$ cat config.mk
export PLATFORM = sky130hd
export DESIGN_NAME = mont_exp_seq
export DESIGN_NICKNAME = d
export VERILOG_FILES = /design/src/rtl/mont_pkg.sv /design/src/rtl/mont_msb_find.sv /design/src/rtl/mont_exp_seq.sv
export SDC_FILE = /design/constraint.sdc
export NUM_CORES = 2
export LEC_CHECK = 0
export ABC_CLOCK_PERIOD_IN_PS = 2020
export CAP_MARGIN = 30
export CORE_AREA = 2 2 704 706
export CTS_CLUSTER_DIAMETER = 80
export DETAILED_ROUTE_END_ITERATION = 12
export DIE_AREA = 0 0 706 708
export SLEW_MARGIN = 5
export SYNTH_ARGS = -nofsm -noshare
export SYNTH_HDL_FRONTEND = slang
export SYNTH_SLANG_ARGS = --single-unit
$ cat constraint.sdc
create_clock -name clk -period 2.02 [get_ports clk]
set_clock_uncertainty 0.15 [all_clocks]
set_input_delay 0.202 -clock clk [delete_from_list [all_inputs] [get_ports clk]]
set_output_delay 0.202 -clock clk [all_outputs]
set_load 0.03 [all_outputs]
$ cat src/rtl/mont_pkg.sv
// Shared types for the Montgomery exponentiation sequencer.
// Holds the sequencer state enum, default widths and the op-code enum
// used when tracing multiplier operations.
package mont_pkg;

    localparam int unsigned W_DEF     = 256;
    localparam int unsigned EXP_W_DEF = 32;

    typedef enum logic [2:0] {
        ST_IDLE,
        ST_TOMONT,
        ST_SQR,
        ST_MUL,
        ST_FROMMONT,
        ST_FIN
    } state_t;

    typedef enum logic [1:0] {
        OP_TOMONT,
        OP_SQR,
        OP_MUL,
        OP_FROMMONT
    } op_t;

endpackage

$ cat src/rtl/mont_msb_find.sv
// Priority encoder: index of the highest set bit of value, plus a zero flag.
// Used only when MONT_EXP_LZ_SKIP_EN is defined.
module mont_msb_find #(
    parameter int unsigned EXP_W = 32,
    parameter int unsigned IDX_W = (EXP_W > 1) ? $clog2(EXP_W) : 1
) (
    input  logic [EXP_W-1:0] value,
    output logic [IDX_W-1:0] idx,
    output logic             zero
);

    // Scan upward so the last set bit seen (the highest) wins.
    always_comb begin
        idx  = '0;
        zero = 1'b1;
        for (int unsigned k = 0; k < EXP_W; k++) begin
            if (value[k]) begin
                idx  = IDX_W'(k);
                zero = 1'b0;
            end
        end
    end

endmodule

$ cat src/rtl/mont_exp_seq.sv
// Left-to-right square-and-multiply sequencer driving one Montgomery
// multiplier through a start/done handshake.
// Optional feature: MONT_EXP_LZ_SKIP_EN skips the leading-zero squares of
// the exponent (and the whole loop for exponent == 0).
module mont_exp_seq
    import mont_pkg::*;
#(
    parameter int unsigned W     = W_DEF,
    parameter int unsigned EXP_W = EXP_W_DEF
) (
    input  logic             clk,
    input  logic             rst,
    input  logic             start,
    input  logic [W-1:0]     base,
    input  logic [EXP_W-1:0] exponent,
    input  logic [W-1:0]     r2,
    input  logic [W-1:0]     rmodn,
    output logic             busy,
    output logic             done,
    output logic [W-1:0]     result,
    output logic             mm_start,
    output logic [W-1:0]     mm_a,
    output logic [W-1:0]     mm_b,
    input  logic             mm_done,
    input  logic [W-1:0]     mm_res
);

    localparam int unsigned IDX_W = (EXP_W > 1) ? $clog2(EXP_W) : 1;

    state_t           state;
    logic [EXP_W-1:0] exp_q;
    logic [W-1:0]     acc;
    logic [W-1:0]     base_m;
    logic [IDX_W-1:0] idx;
    logic             wait_done;
    logic             last_bit;

`ifdef MONT_EXP_LZ_SKIP_EN
    logic [IDX_W-1:0] lz_idx;
    logic             lz_zero;
    logic             exp_zero;

    mont_msb_find #(
        .EXP_W (EXP_W),
        .IDX_W (IDX_W)
    ) u_msb_find (
        .value (exponent),
        .idx   (lz_idx),
        .zero  (lz_zero)
    );
`endif

    // A completion only counts once the issue pulse has dropped.
    always_comb begin
        wait_done = mm_done && !mm_start;
        last_bit  = (idx == '0);
    end

    // Sequencer FSM with registered handshake, operand and status outputs.
    always_ff @(posedge clk) begin
        if (!rst) begin
            state    <= ST_IDLE;
            busy     <= 1'b0;
            done     <= 1'b0;
            mm_start <= 1'b0;
            mm_a     <= '0;
            mm_b     <= '0;
            result   <= '0;
            exp_q    <= '0;
            acc      <= '0;
            base_m   <= '0;
            idx      <= '0;
`ifdef MONT_EXP_LZ_SKIP_EN
            exp_zero <= 1'b0;
`endif
        end else begin
            mm_start <= 1'b0;
            done     <= 1'b0;
            case (state)
                ST_IDLE: begin
                    if (start) begin
                        exp_q    <= exponent;
                        acc      <= rmodn;
`ifdef MONT_EXP_LZ_SKIP_EN
                        idx      <= lz_idx;
                        exp_zero <= lz_zero;
`else
                        idx      <= IDX_W'(EXP_W - 1);
`endif
                        busy     <= 1'b1;
                        mm_start <= 1'b1;
                        mm_a     <= base;
                        mm_b     <= r2;
                        state    <= ST_TOMONT;
                    end
                end
                ST_TOMONT: begin
                    if (wait_done) begin
                        base_m   <= mm_res;
                        mm_start <= 1'b1;
`ifdef MONT_EXP_LZ_SKIP_EN
                        if (exp_zero) begin
                            mm_a  <= acc;
                            mm_b  <= W'(1);
                            state <= ST_FROMMONT;
                        end else begin
                            mm_a  <= acc;
                            mm_b  <= acc;
                            state <= ST_SQR;
                        end
`else
                        mm_a     <= acc;
                        mm_b     <= acc;
                        state    <= ST_SQR;
`endif
                    end
                end
                // SQR and MUL forward mm_res straight into the next operands,
                // since acc only takes that value at this same edge.
                ST_SQR, ST_MUL: begin
                    if (wait_done) begin
                        acc      <= mm_res;
                        mm_start <= 1'b1;
                        if (state == ST_SQR && exp_q[idx]) begin
                            mm_a  <= mm_res;
                            mm_b  <= base_m;
                            state <= ST_MUL;
                        end else if (last_bit) begin
                            mm_a  <= mm_res;
                            mm_b  <= W'(1);
                            state <= ST_FROMMONT;
                        end else begin
                            idx   <= idx - IDX_W'(1);
                            mm_a  <= mm_res;
                            mm_b  <= mm_res;
                            state <= ST_SQR;
                        end
                    end
                end
                ST_FROMMONT: begin
                    if (wait_done) begin
                        result <= mm_res;
                        done   <= 1'b1;
                        state  <= ST_FIN;
                    end
                end
                ST_FIN: begin
                    busy  <= 1'b0;
                    state <= ST_IDLE;
                end
                default: state <= ST_IDLE;
            endcase
        end
    end

endmodule

==> Yosys cells after proc, flatten, opt, wreduce, memory -nomap -nowiden <==
Index checks and enable logic that the tools add are counted.
{ "op_classes": {"add_sub_neg": 1, "magnitude_cmp": 1, "eq_ne": 11, "n_mux": 30, "reduce_logical": 19} }
{ "ops": {"columns": ["operator", "n"], "rows": [
  ["256-bit 2-to-1 mux", 8],
  ["256-bit one-hot mux with 3 select lines", 2],
  ["256-bit one-hot mux with 2 select lines", 1],
  ["5-bit 2-to-1 mux", 4],
  ["3-bit 2-to-1 mux", 6],
  ["2-bit != test (second input constant)", 6],
  ["3-bit one-hot mux with 4 select lines", 1],
  ["5-bit one-hot mux with 2 select lines", 1],
  ["2-bit AND reduction", 5],
  ["4-bit AND reduction", 2],
  ["3-bit by 2-bit equality test with 1-bit output (second input constant)", 2],
  ["3-bit equality test (second input constant)", 2],
  ["5-bit by 6-bit < comparator with 1-bit output (second input constant)", 1],
  ["1-bit binary-select mux with 5-bit select", 1],
  ["5-bit logical NOT", 1],
  ["5-bit AND reduction", 1],
  ["5-bit by 1-bit subtractor with 5-bit output (second input constant)", 1],
  ["1-bit 2-to-1 mux", 4],
  ["1-bit one-hot mux with 2 select lines", 2],
  ["2-bit nonzero test", 2],
  ["3-bit by 1-bit equality test with 1-bit output (second input constant)", 1],
  ["3-bit logical NOT", 1],
  ["3-bit AND reduction", 1],
  ["3-bit nonzero test", 1],
  ["4 further kinds", 5]
]} }
{ "totals": {"reg_bits": 1323, "input_bits": 1060, "out_inout_bits": 771} }

==> Depth between registers and ports, before layout <==
{ "depth": {"word_depth": 6, "ltp_mapped": 11} }

==> Worst setup path before layout <==
Ideal clock, no wire load.
{ "synth_path": {"path_kind": "register to register", "from": "register mm_start", "to": "register mm_b[164]", "setup_ns": 0.083, "t_arrival_ns": 1.949, "t_required_ns": 1.787, "setup_slack_ns": -0.162, "path_stages_with_launch": 10, "path_buffers": 3, "synth_period_minus_slack_ns": 2.182, "path_cell_list": "dfxtp_1 nor2b_1 clkbuf_1 nand2_1 a21o_2 nor3_4 buf_2 buf_1 nand4_1 o221ai_1"} }
{ "synth_between": {"elab_chain_len": 4, "word_cells_on_any_way": 5, "cone_classes": "eq/ne: 2; reduce/logical: 3"} }
{ "synth_lines": {"columns": ["item", "line", "rtl"], "rows": [
  ["start: declaration", "mont_exp_seq.sv:21", "output logic mm_start,"],
  ["start signal: assignment", "mont_exp_seq.sv:65", "mm_start <= 1'b0;"],
  ["start signal: assignment", "mont_exp_seq.sv:77", "mm_start <= 1'b0;"],
  ["start signal: assignment", "mont_exp_seq.sv:91", "mm_start <= 1'b1;"],
  ["1-bit logical NOT (*)", "mont_exp_seq.sv:55", "wait_done = mm_done && !mm_start;"],
  ["1-bit logical AND (*)", "mont_exp_seq.sv:55", null],
  ["2-bit != test (no source line)", null, null],
  ["4-bit AND reduction (no source line) (*)", null, null],
  ["end signal: assignment", "mont_exp_seq.sv:93", "mm_b <= r2;"],
  ["end signal: assignment", "mont_exp_seq.sv:126", "mm_b <= base_m;"],
  ["end signal: assignment", "mont_exp_seq.sv:135", "mm_b <= mm_res;"],
  ["end: declaration", "mont_exp_seq.sv:23", "output logic [W-1:0] mm_b,"]
]} }
Every way passes the cells marked *; elsewhere a longest branch is shown, timed or not.
A chain may end at the register's enable or synchronous reset.

==> Final worst setup path <==
{ "layout_path": {"from": "register state[1]", "to": "register mm_a[181]"} }
{ "layout_between": {"elab_chain_len": 4, "word_cells_on_any_way": 11, "cone_classes": "eq/ne: 6; mux: 1; reduce/logical: 4"} }
{ "layout_lines": {"columns": ["item", "line", "rtl"], "rows": [
  ["start: declaration", "mont_exp_seq.sv:30", "state_t state;"],
  ["start signal: assignment", "mont_exp_seq.sv:62", "state <= ST_IDLE;"],
  ["start signal: assignment", "mont_exp_seq.sv:94", "state <= ST_TOMONT;"],
  ["start signal: assignment", "mont_exp_seq.sv:114", "state <= ST_SQR;"],
  ["3-bit by 2-bit equality test with 1-bit output, on equally long branches", "mont_exp_seq.sv:79, mont_exp_seq.sv:124", null],
  ["2-bit OR reduction", "mont_exp_seq.sv:79", "case (state)"],
  ["2-bit != test (no source line) / 3-bit nonzero test (equally long branches)", null, null],
  ["4-bit AND reduction (no source line)", null, null],
  ["end signal: assignment", "mont_exp_seq.sv:125", "mm_a <= mm_res;"],
  ["end signal: assignment", "mont_exp_seq.sv:129", "mm_a <= mm_res;"],
  ["end signal: assignment", "mont_exp_seq.sv:134", "mm_a <= mm_res;"],
  ["end: declaration", "mont_exp_seq.sv:22", "output logic [W-1:0] mm_a,"]
]} }
Several ways; a longest one is shown, not always the timed one.

==> out/results.txt <==
Combined global-route utilization of all metal layers = 19.75%
Portion of the post-synthesis area used by sequential elements = 43.50%
End point of the critical path = mm_a[181]
Total number of cells along the worst setup path = 8
Total number of yosys warnings = 0
Signal arrival time at the worst endpoint = 3.17 ns
Part of the total power dissipated in sequential elements = 31.2%
Crit-path max cell delay = 0.75 ns
Clock period minus worst slack = 2.595 ns
Antenna Violating Nets Remaining = 0
Hold Vio Cnt, Final = 0
Headroom to the max-slew limit = 43.26%
Die area = 499800 µm²
Drt pass-1 iters = 8
Setup violations, final = 1615
RSZ-0062 raised after global routing = true
Residual DRC count = 0
Weighted congestion at the end of routability-driven global placement = 1.012
Length in cells of the worst reg-to-reg path = 8
Number of clock buffers inserted by TritonCTS = 172
Std cell rows = 258
Placed cell count = 16799
Most Frequent Cell on Critical Path = buf_12
First-pass GRT wire length = 681000 µm
Failing checks = setup timing
Max-Cap Viols = 0
Final Worst Setup Slack = -0.5747 ns
Final WL = 527100 µm
Root buf cell = clkbuf_16
Final HPWL from detailed placement = 424800 µm
Top fanout value on the critical path = 82
Type of the setup path with the least slack = flip-flop to flip-flop
Pin count of the biggest net entering global routing = 134
Filler instances = 54213
Buffers plus inverters on the worst setup path = 4
Floorplan Core Area = 492300 µm²
Switching pwr = 40.30 mW
Source of the worst register-to-register timing path = state[1]
Maximum level of the CTS H-tree = 4
Portion of total power attributed to combinational logic = 37.7%
Number of antenna violations at the first check in global routing = 271
Element type at the critical path start = flip-flop
CTS tree = built
Fmax achieved = 385.4 MHz
TritonCTS sink count = 1323
Synthesized area per cell = 7.139 µm²
Utilization of the core after routing = 21.95%
Global route overflow = 0
Clock buffer depth = 4
Fraction of the cycle the final worst path needs = 128.4%
Worst-margin pin slew = 0.8510 ns
Start point of the critical path = state[1]
Gate count of the mapped netlist = 8529
Boundary pin count = 1831
Power per unit of standard cell area = 953.9 nW/µm²
Hold slack final = 0.07456 ns
Sw Share = 39.10%
X dimension of the die = 706 µm
Required time worst endpoint = 2.60 ns
Finished Layout Cells = 18133
Peak ir drop on the vdd network = 0.0006820 V
Worst flop-to-flop path endpoint = mm_a[181]
Latest clock arrival within the worst-skew pair = 0.86 ns
Via count = 81553
# nets final = 12458
Family of cells with the greatest summed delay on the critical path = compound AO/OA/AOI/OAI gates
Vertical extent of the die = 708 µm
Element type at the critical path end = flip-flop
Cells traversed along the worst timing path = buf_6 > buf_4 > buf_12 > buf_12 > a22oi_1 > o21ai_0 > nand2_1 > a21oi_1
Starting utilization of the core area = 12.37%
Number of max-slew violations in the final report = 0
Total negative setup slack = -428.87 ns
Cell Int Power = 62.76 mW
Average routed wire per standard cell = 29.07 µm
Clock Power Share = 31.1%
Number of port buffers = 1830
Result of the run = finished with violations
Routed vias/inst = 4.497
Via count of the first global-routing pass = 74741
PnR Total Power = 103.1 mW
Clock Pin Slew Worst Setup and Hold Paths = 0.06 ns
Initial drt markers = 10186
R2r setup slk = -0.57 ns
Footprint of the flip-flops and latches = 26510 µm²
Layout overhead on the synthesized area = 77.46%
Leakage power total = 38.46 nW
Min-Delay Path Class = input port to flip-flop
Area of the multi-input gates = 30480 µm²
Proportion of layout cells with a drive suffix above 1 = 13.52%
Post-Syn Nets = 9591
Post-synthesis sequential element count = 1323
Number of different library cells in the post-synthesis netlist = 45
Netlist area before placement = 60890 µm²
Crit path max-delay cell type = a22oi_1
==> per-stage QoR <==
stage	area, µm²	setup WS [ns]
floorplan	61380	-0.07029
global placement	92010	-1.089
detailed placement	92010	-1.096
CTS	107100	-0.5116
global route	107900	-0.6243
finish	108000	-0.5747
==> layout make-up <==
| cell class | instances | share of cell area (%) |
|---|---|---|
| repair buffers | 3563 | 33.27 |
| inverters | 262 | 0.9172 |
| multi-input cells | 6074 | 28.21 |
| well taps | 6500 | 7.527 |
| clock inverters | 76 | 0.7782 |
| clock buffers | 229 | 4.516 |
| diodes | 106 | 0.2455 |
| flip-flops and latches | 1323 | 24.53 |
==> worst reg2reg max path, cell delays in order (launching register included) <==
cell and delay (ns):
dfxtp_4 0.34, buf_6 0.12, buf_4 0.13, buf_12 0.15, buf_12 0.34, a22oi_1 0.92, o21ai_0 0.16, nand2_1 0.10
a21oi_1 0.06
==> repair_timing <==
action,CTS,global route
pin swaps,24,39
hold buffers,841,0
buffers inserted,38,22
gates cloned,12,14
setup endpoints to repair,1824,1752
endpoints found under the hold margin,1135,0
resized for setup,192,62
==> metal layers <==
layer | GRT usage (%) | vias to the layer above | wire length, µm
met5 | 0 | - | 966
met4 | 11.12 | 150 | 36800
li1 | - | 35451 | -
met1 | 23.46 | 39398 | 199800
met2 | 30.46 | 5228 | 227200
met3 | 7.489 | 1326 | 62300
==> how the worst min path moves through the flow <==
stage / startpoint / endpoint / slack, ns / cells after the start
3_5_place_dp: mm_a[243] / mm_a[243] / 0.29 / 2
6_report: mm_res[197] / base_m[197] / 0.07 / 4
2_1_floorplan: exponent[0] / exp_q[0] / 0.19 / 2
5_1_grt: mm_res[197] / base_m[197] / 0.04 / 4
4_1_cts: mm_res[197] / base_m[197] / 0.0001 / 4
3_3_place_gp: mm_a[255] / mm_a[255] / 0.29 / 2
==> flip-flops by register name, summed over array words and instances, names as in the netlist <==
register and cells:
mm_start 1, exp_q 32, done 1, busy 1
base_m 256, idx 5, mm_b 256, mm_a 256
state 3, result 256, acc 256
==> layout by cell type, fill, tap and decap left out, types with 6 or more instances in the layout <==
master	instances
nand4_1	257
a311oi_1	258
buf_8	9
clkbuf_1	22
buf_12	202
mux2i_1	6
mux4_2	6
diode_2	106
nor2_1	524
o21ai_0	247
dlygate4sd3_1	841
clkbuf_16	184
a21oi_2	7
inv_1	261
clkdlybuf4s50_1	1555
clkinvlp_4	11
a22oi_1	248
buf_16	18
dfxtp_1	1316
o21ai_1	8
a21oi_1	1310
nand2_1	2629
clkbuf_8	34
bufinv_16	10
o22ai_1	252
buf_4	888
o221ai_1	199
buf_2	17
o221ai_2	56
a22oi_2	10
clkinv_2	37
buf_6	17
==> cells by family after synthesis <==
| family | share of synthesized area [%] |
|---|---|
| AOI/OAI and AO/OA | 26.37 |
| adders and majority gates | 0.04109 |
| buffers and inverters | 7.353 |
| DFF | 43.50 |
| muxes | 0.3206 |
| and+or+nand+nor | 22.42 |
==> synthesized netlist by cell type (all sizes together) <==
library cell / number / area, µm²
a31oi: 1 / 6.260
nand4: 258 / 1620
a41o: 1 / 10.01
a22o: 1 / 8.760
or3: 2 / 12.51
nand3b: 1 / 7.510
a211oi: 3 / 22.52
nor2b: 5 / 31.28
and2: 1 / 6.260
a2111oi: 1 / 8.760
or2: 1 / 6.260
clkbuf: 654 / 2455
o211ai: 5 / 37.54
o221ai: 255 / 2233
inv: 262 / 983.4
o22ai: 252 / 1577
nor3b: 1 / 12.51
a311o: 1 / 10.01
mux2i: 6 / 60.06
and3: 3 / 18.77
a21o: 5 / 38.79
a21oi: 1319 / 6605
nor3: 3 / 26.28
a22oi: 258 / 1937
nor2: 526 / 1977
mux4: 6 / 135.1
nand2: 2632 / 9879
buf: 216 / 1039
dfxtp: 1323 / 26490
nand2b: 3 / 18.77
or3b: 1 / 8.760
nand3: 5 / 25.02
o21ai: 256 / 1281
ha: 2 / 25.02
a31o: 1 / 8.760
a311oi: 258 / 2260
a32oi: 1 / 8.760
==> power groups by stage <==
stage	clock, mW	sequential [mW]	combinational [mW]
3_3_place_gp	0	32.5	35.6
4_1_cts	32.6	32.0	38.1
5_1_grt	33.6	32.4	40.9
3_5_place_dp	0	32.6	35.7
6_report	32.1	32.1	38.9
2_1_floorplan	0	35.4	13.6
No activity file was read; power rests on OpenSTA's default activity.
